### config.mk
export PLATFORM = sky130hd
export DESIGN_NAME = calc_exec
export DESIGN_NICKNAME = d
export VERILOG_FILES = /design/src/rtl/calc_exec.sv
export SDC_FILE = /design/constraint.sdc
export NUM_CORES = 1
export LEC_CHECK = 0
export ABC_AREA = 1
export BUFFER_PORTS_ARGS = -buffer_cell sky130_fd_sc_hd__buf_2
export CAP_MARGIN = 10
export CORE_MARGIN = 4
export CORE_UTILIZATION = 61
export DETAILED_ROUTE_END_ITERATION = 7
export GPL_ROUTABILITY_DRIVEN = 0
export PLACE_DENSITY = 0.9
export SYNTH_ARGS = -nofsm -noshare
export SYNTH_HDL_FRONTEND = slang
export SYNTH_SLANG_ARGS = --single-unit
### constraint.sdc
create_clock -name clk -period 2.4 [get_ports clk]
set_clock_uncertainty 0.2 [all_clocks]
set_input_delay 0.12 -clock clk [delete_from_list [all_inputs] [get_ports clk]]
set_output_delay 0.12 -clock clk [all_outputs]
set_load 0.01 [all_outputs]
### src/rtl/calc_exec.sv
// Accumulator ALU with IDLE/EXEC/DONE handshake.
// Shifts run one bit per clock; all other ops finish on the accept edge.
module calc_exec (
  input  logic        clk,
  input  logic        rst,
  input  logic        op_valid,
  output logic        op_ready,
  input  logic [3:0]  alu_op,
  input  logic [15:0] operand,
  output logic [15:0] acc,
  output logic [2:0]  btn_code,
  output logic        done,
  output logic        err,
  output logic        zero
);

  typedef enum logic [1:0] {
    IDLE,
    EXEC,
    DONE
  } state_t;

  state_t      state, state_n;
  logic [15:0] acc_n;
  logic [2:0]  btn_n;
  logic [3:0]  cnt, cnt_n;
  logic        err_n;
  logic        shr, shr_n;
  logic        legal;
  logic [2:0]  code;

  // Button-encoder code to operation code
  always_comb begin
    legal = 1'b1;
    code  = 3'b000;
    unique case (alu_op)
      4'b0000: code = 3'b000;
      4'b0001: code = 3'b001;
      4'b0010: code = 3'b010;
      4'b0110: code = 3'b011;
      4'b0100: code = 3'b100;
      4'b1001: code = 3'b101;
      4'b1010: code = 3'b110;
      4'b0101: code = 3'b111;
      default: legal = 1'b0;
    endcase
  end

  always_comb begin
    state_n = state;
    acc_n   = acc;
    btn_n   = btn_code;
    cnt_n   = cnt;
    err_n   = err;
    shr_n   = shr;
    unique case (state)
      IDLE: begin
        if (op_valid) begin
          state_n = DONE;
          if (!legal) begin
            err_n = 1'b1;
          end else begin
            err_n = 1'b0;
            btn_n = code;
            unique case (code)
              3'b000: acc_n = acc & operand;
              3'b001: acc_n = acc | operand;
              3'b010: acc_n = acc + operand;
              3'b011: acc_n = acc - operand;
              3'b100: acc_n = acc ^ operand;
              3'b111: acc_n = ($signed(acc) < $signed(operand))
                              ? 16'h0001 : 16'h0000;
              default: begin
                if (operand[3:0] != 4'd0) begin
                  cnt_n   = operand[3:0];
                  shr_n   = (code == 3'b110);
                  state_n = EXEC;
                end
              end
            endcase
          end
        end
      end
      EXEC: begin
        acc_n = shr ? (acc >> 1) : (acc << 1);
        cnt_n = cnt - 4'd1;
        if (cnt == 4'd1) state_n = DONE;
      end
      DONE: state_n = IDLE;
      default: state_n = IDLE;
    endcase
  end

  always_ff @(posedge clk or posedge rst) begin
    if (rst) begin
      state    <= IDLE;
      acc      <= 16'h0000;
      btn_code <= 3'b000;
      cnt      <= 4'd0;
      err      <= 1'b0;
      shr      <= 1'b0;
    end else begin
      state    <= state_n;
      acc      <= acc_n;
      btn_code <= btn_n;
      cnt      <= cnt_n;
      err      <= err_n;
      shr      <= shr_n;
    end
  end

  assign op_ready = (state == IDLE);
  assign done     = (state == DONE);
  assign zero     = (acc == 16'h0000);

endmodule

==> results of run 1 <==
-- repair_timing --
action,CTS,global route
setup endpoints to repair,0,12
buffers inserted,0,4
gates resized for setup,0,40
hold endpoints to repair,27,0
hold buffers,1,0
-- cell type report --
class	count	area (sq um)	area share
Inverter	130	490.5	0.09492
Clock buffer	3	41.29	0.007990
Clock inverter	1	7.507	0.001453
Sequential cell	27	675.6	0.1308
Timing Repair Buffer	83	513.0	0.09927
Tap cell	96	120.1	0.02324
Multi-Input combinational cell	581	3319	0.6424
-- how the worst min path moves through the flow --
stage | from | endpoint | cells past startpoint
after floorplan | rst | acc[0]$_DFFE_PP0P_ | 1
after detailed placement | rst | acc[10]$_DFFE_PP0P_ | 3
after global routing | op_valid | state[1]$_DFFE_PP0P_ | 4
after global placement | rst | acc[10]$_DFFE_PP0P_ | 3
after CTS | op_valid | state[1]$_DFFE_PP0P_ | 4
final | operand[2] | cnt[2]$_DFFE_PP0P_ | 3
-- routing by layer --
layer | routed length (um) | share of wire
met3 | 1989 | 0.13
met1 | 5940 | 0.39
met2 | 6581 | 0.44
met5 | 0 | 0
met4 | 600 | 0.040
-- flip-flops by register name (all words and copies together), names as in the netlist --
name / count
acc: 16
state: 2
shr: 1
cnt: 4
btn_code: 3
err: 1
-- Yosys cell counts (2+ instances only) --
| library cell | n |
|---|---|
| ha_1 | 57 |
| o21ai_0 | 35 |
| a21oi_2 | 10 |
| nor4_1 | 3 |
| nand3_1 | 61 |
| o21ai_1 | 2 |
| a211oi_1 | 7 |
| fa_1 | 2 |
| o22ai_1 | 2 |
| buf_4 | 2 |
| clkbuf_1 | 6 |
| nor3_1 | 9 |
| a21oi_1 | 50 |
| inv_1 | 127 |
| o2111ai_1 | 2 |
| dfrtp_1 | 27 |
| o21bai_1 | 4 |
| buf_2 | 17 |
| nor2_4 | 2 |
| nor2_2 | 14 |
| nor2_1 | 89 |
| nand4_1 | 12 |
| nand2_1 | 203 |
| inv_2 | 2 |
| or2_2 | 3 |
-- critical path, cell delays in order (launching register included) --
cell and delay [ns]:
dfrtp_1 0.44, inv_2 0.07, ha_2 0.19, fa_2 0.34, inv_1 0.10, nand2_1 0.06
nand3_1 0.09, nand3_1 0.11, nand2_1 0.12, nand2_1 0.07, nand3_1 0.08, nand3_1 0.10
nand2_1 0.08, nand2_1 0.07, a21oi_2 0.12
-- kinds of logic (layout without fill, tap and decap cells) --
group           Yosys count  after routing  share of synthesized area
fa+ha+maj                59             59                     0.1681
buf+inv                 156            217                     0.1413
compound gates          121            121                     0.1577
flops                    27             27                     0.1508
simple gates            401            401                     0.3822
-- report_power, final --
part	internal, mW	total [mW]	switching (mW)
combinational	1.72	4.74	3.02
sequential	0.667	0.812	0.144
clock	0.119	0.317	0.197
total	2.51	5.87	3.36
-- metrics by stage --
| step | setup slack (ns) | setup TNS [ns] | util |
|---|---|---|---|
| detailed placement | 0.03600 | 0 | 0.7068 |
| CTS | 0.0004707 | 0 | 0.7152 |
| global placement | 0.1145 | 0 | 0.7068 |
| global route | -0.02705 | -0.02705 | 0.7401 |
| floorplan | 0.1875 | 0 | - |
| finish | 0.09891 | 0 | 0.7401 |
==> out/qor.txt, run 1 <==
Commonest non-fill, non-tap cell in the layout: nand2_1
Final std cells w/o fill: 921
Most frequent cells in the layout: nand2_1, inv_1, nor2_1
Post-synthesis average cell area: 5.866 sq um
Nets: 908
Die height: 93.72 um
GRT overflow: 0
Post-route total power: 5.868 mW
Seq/Total Area, Yosys: 0.1508
Failing checks: design-rule violations
Maximum root-to-sink buffer count: 2
Clk pin slew, worst setup/hold paths: 0.12 ns
Worst R2R Setup Slack: 0.1 ns
Ys Warns: 0
Worst Setup SP: acc[0]$_DFFE_PP0P_
Largest net degree at the start of global routing: 33
Startpoint Class: flip-flop
Vias: 5,521
Grt peak-use layer: met2
Dpl cell area: 0.004935 sq mm
Yosys cell types: 41
Post-route DRC: 3
Setup Viol. Count Final: 0
Initial antenna violation count: 0
Design area: 0.005167 sq mm
DRT iter0 DRCs: 834
M1 GR Usage: 0.4446
CP endpoint: acc[0]$_DFFE_PP0P_
Number of fill cells in the layout: 540
Worst skew pair latency: 0.30 ns
Worst vdd ir: 732.6 uV
Final min period: 2.301 ns
CORE AREA: 0.006982 sq mm
Worst EP arrival: 2.34 ns
Met2 usage: 0.5210
P&R area growth vs syn: 15.30%
H-tree levels: 1
Antenna Nets Post-Route: 0
Slew Limit Headroom: 0.5701
Site Rows: 30
CTS tree: built
Post-synth top area share: 0.1700
Status: complete, but fails checks
Met3 GRT Util: 0.07692
First-pass GRT wire length: 23,740 um
Synth Flop Type: dfrtp_1
Synth top area cells: nand2_1, ha_1, dfrtp_1, inv_1, nor2_1
Initial Utilization: 0.6419
Measured slew at the worst slew-check pin: 0.6442 ns
Cell area after synthesis: 0.004482 sq mm
Vias/cell: 5.995
Reg-to-reg startpoint: acc[0]$_DFFE_PP0P_
DR WL/cell: 16.41 um
TritonRoute pass-1 iters: 8
Hold WC Path Type: in -> reg
Layout cells sized above 1: 0.1903
Cell taking the most area after synthesis: nand2_1
Post-Syn Instances: 764
Post-Syn Nets: 846
Period utilization: 0.9588
Reg2reg end: acc[0]$_DFFE_PP0P_
Crit path required time: 2.44 ns
Worst R2R Path Depth: 14
TritonCTS sink count: 27
DIE AREA: 0.008783 sq mm
Ant diodes: 0
Hold Violations, Final: 0
Leakage: 2.883 nW
Post-Route WL: 15,110 um
GRT Total Usage: 0.3359
Critical Path Fanout Max: 4
Peak Freq: 434.6 MHz
Io pins: 46
DPL Wire Length: 11,200 um
I/O Buffers: 45
Placed insts: 912
Number of global-route vias before repair: 5,148
Endpoint class of the critical path: flip-flop
Total CTS buffers: 3
Post-synthesis register bit count: 27
Max-slew violations: 0
Critical path class: reg -> reg
Max-cap violations: 0
Hold slack: 0.001775 ns
Post-synth ARST share: 1.000
Number of synthesized flops with an enable pin: 0
Die Span X: 93.72 um
Root Buffer: clkbuf_8
Pwr Density: 1136 mW/mm^2
(Power assumes the default switching activity.)
==> run 2, diff against run 1 <==
- CELL_PAD_IN_SITES_DETAIL_PLACEMENT: unset -> 0
- CELL_PAD_IN_SITES_GLOBAL_PLACEMENT: unset -> 1
- CORE_ASPECT_RATIO: unset -> 0.7
- CORE_UTILIZATION: 61 -> 43
- CTS_BUF_LIST: unset -> sky130_fd_sc_hd__clkbuf_4
- PLACE_DENSITY: 0.9 -> 0.92
==> run 2 against run 1 <==
The run now ends clean. First-iteration DRC count is 26% lower. Clock power decreased by 19%. Die area is 38% higher. Power fell by 2.5%.
==> out/qor.txt, run 2 (synthesis gave the netlist of run 1 again) <==
Ant diodes: 0 (unchanged)
Largest registers: acc: 16 flops, cnt: 4 flops, btn_code: 3 flops
Status: finished, final reports clean
DIE AREA: 0.01215 sq mm (+38%)
Reg with most FFs: acc
Maximum root-to-sink buffer count: 2 (unchanged)
TritonCTS sink count: 27 (unchanged)
Nets: 909 (+0.11%)
Measured slew at the worst slew-check pin: 0.6739 ns (+0.02967 ns)
Die Span X: 130.0 um (+39%)
Number of global-route vias before repair: 4,833 (-6.1%)
Worst EP arrival: 2.38 ns (+0.04 ns)
Hold Violations, Final: 0 (unchanged)
Number of fill cells in the layout: 1,032 (+91%)
GRT Total Usage: 0.2522 (-0.08370)
Clk pin slew, worst setup/hold paths: 0.18 ns (+0.06 ns)
Initial antenna violation count: 0 (unchanged)
Initial Utilization: 0.4523 (-0.1897)
Pwr Density: 1089 mW/mm^2 (-4.1%)
Max FFs per register: 16 (unchanged)
CTS tree: built
Setup Viol. Count Final: 0 (unchanged)
Setup TNS after final layout: 0 ns (unchanged)
Commonest non-fill, non-tap cell in the layout: nand2_1
Final Util: 0.5302 (-0.2100)
Post-route DRC: 0 (-3)
Max-cap violations: 0 (unchanged)
Worst skew pair latency: 0.37 ns (+0.07 ns)
Worst vdd ir: 495.6 uV (-32%)
Leakage: 2.891 nW (+0.28%)
Root Buffer: clkbuf_4
TritonRoute pass-1 iters: 5 (-3)
CP endpoint: acc[12]$_DFFE_PP0P_
Reg area: 678.2 sq um (+0.37%)
Final min period: 2.297 ns (-0.003716 ns)
Antenna Nets Post-Route: 0 (unchanged)
Post-Route WL: 15,430 um (+2.1%)
Io pins: 46 (unchanged)
Largest net degree at the start of global routing: 33 (unchanged)
DRT iter0 DRCs: 619 (-26%)
H-tree levels: 1 (unchanged)
Endpoint class of the critical path: flip-flop
Slew Limit Headroom: 0.5503 (-0.01980)
Peak Freq: 435.3 MHz (+0.16%)
Most frequent cells in the layout: nand2_1, inv_1, nor2_1
Site Rows: 30 (unchanged)
DPL Wire Length: 11,800 um (+5.4%)
CORE AREA: 0.009910 sq mm (+42%)
Multi-input combinational cell area: 0.003357 sq mm (+1.1%)
Total CTS buffers: 3 (unchanged)
P&R area growth vs syn: 17.23%
DR WL/cell: 16.17 um (-1.4%)
Worst R2R Setup Slack: 0.10 ns (about the same)
First-pass GRT wire length: 24,470 um (+3.1%)
Period utilization: 0.9572 (-0.001548)
Max-slew violations: 0 (unchanged)
Hold WC Path Type: in -> reg
Reg2reg end: acc[12]$_DFFE_PP0P_
Critical Path Fanout Max: 4 (unchanged)
Startpoint Class: flip-flop
GRT overflow: 0 (unchanged)
Die height: 93.42 um (-0.32%)
I/O Buffers: 45 (unchanged)
Worst R2R Path Depth: 14 (unchanged)
Critical path class: reg -> reg
Crit path required time: 2.48 ns (+0.04 ns)
Layout cells sized above 1: 0.1913 (+0.0009803)
Worst Setup SP: acc[0]$_DFFE_PP0P_
Vias/cell: 5.498 (-8.3%)
Reg-to-reg startpoint: acc[0]$_DFFE_PP0P_
Vias: 5,245 (-5.0%)
==> run 2: cell count changes in the layout (fill, tap and decap cells not counted), moves of 4 or more <==
cell           delta
nand2_1           -4
ha_2              -5
clkbuf_4          +4
dlygate4sd3_1     +7
a21oi_1           +4
nand2_2           +4
a21oi_2           -4
buf_4             -6
nor2_1            -4
==> run 2: worst max-delay path, cell delays in order (launching register included) <==
cell and delay (ns):
dfrtp_2 0.46, inv_2 0.07, ha_1 0.21, fa_2 0.35, inv_2 0.07, nand2_1 0.07
nand3_2 0.09, buf_4 0.13, nand2_1 0.07, nand3_1 0.09, nand2_1 0.05, nand3_1 0.07
nand3_1 0.12, nand2_1 0.11, a21oi_2 0.05
==> run 2: area by class of cell <==
| class | count | share of cell area |
|---|---|---|
| multi-input combinational | 581 | 0.6390 |
| sequential | 27 | 0.1291 |
| timing repair buffer | 84 | 0.1024 |
| inverter | 130 | 0.09336 |
| tap | 128 | 0.03048 |
| clock buffer | 4 | 0.005716 |
==> run 2: report_power, final <==
| group | total (mW) | internal, mW | switching, mW |
|---|---|---|---|
| Clock | 0.256 | 0.0769 | 0.179 |
| Sequential | 0.822 | 0.669 | 0.153 |
| Combinational | 4.65 | 1.67 | 2.97 |
| Total | 5.72 | 2.42 | 3.31 |
==> run 2: repair_timing <==
action / 4_1_cts / 5_1_grt
gates cloned: 0 / 0
buffers inserted: 0 / 1
resized for setup: 1 / 49
endpoints found under the hold margin: 34 / 0
hold buffers: 8 / 0
pin swaps: 0 / 2
setup endpoints to repair: 2 / 13
==> run 2: per-stage QoR <==
stage | setup WS, ns | hold WS (ns) | instance area, sq um | std cells | total power [mW]
2_1_floorplan | 0.1875 | -0.02728 | 4482 | 764 | 3.693
3_3_place_gp | -0.0006168 | 0.02551 | 4952 | 941 | 4.981
3_5_place_dp | -0.006708 | 0.03337 | 4952 | 941 | 5.051
4_1_cts | 0.005355 | 0.02300 | 5067 | 953 | 5.345
5_1_grt | -0.006516 | 0.07213 | 5254 | 954 | 6.302
6_report | 0.1026 | 0.03137 | 5254 | 954 | 5.723
==> run 2: layer usage <==
metal  vias to the layer above  wire length [um]  global-route usage
li1                       2542                 -                   -
met1                      2413              6968              0.3745
met2                       260              6626              0.3793
met3                        30              1497             0.03710
met4                         0               334             0.06401
met5                         -                 0                   0
==> run 2: worst min-delay path by stage <==
stage,start,endpoint,slack [ns],depth (start not counted)
3_5_place_dp,rst,acc[15]$_DFFE_PP0P_,0.03,3
5_1_grt,operand[3],cnt[3]$_DFFE_PP0P_,0.07,5
3_3_place_gp,rst,acc[15]$_DFFE_PP0P_,0.03,3
6_report,operand[3],cnt[3]$_DFFE_PP0P_,0.03,5
2_1_floorplan,rst,acc[0]$_DFFE_PP0P_,-0.03,1
4_1_cts,operand[3],cnt[3]$_DFFE_PP0P_,0.02,5
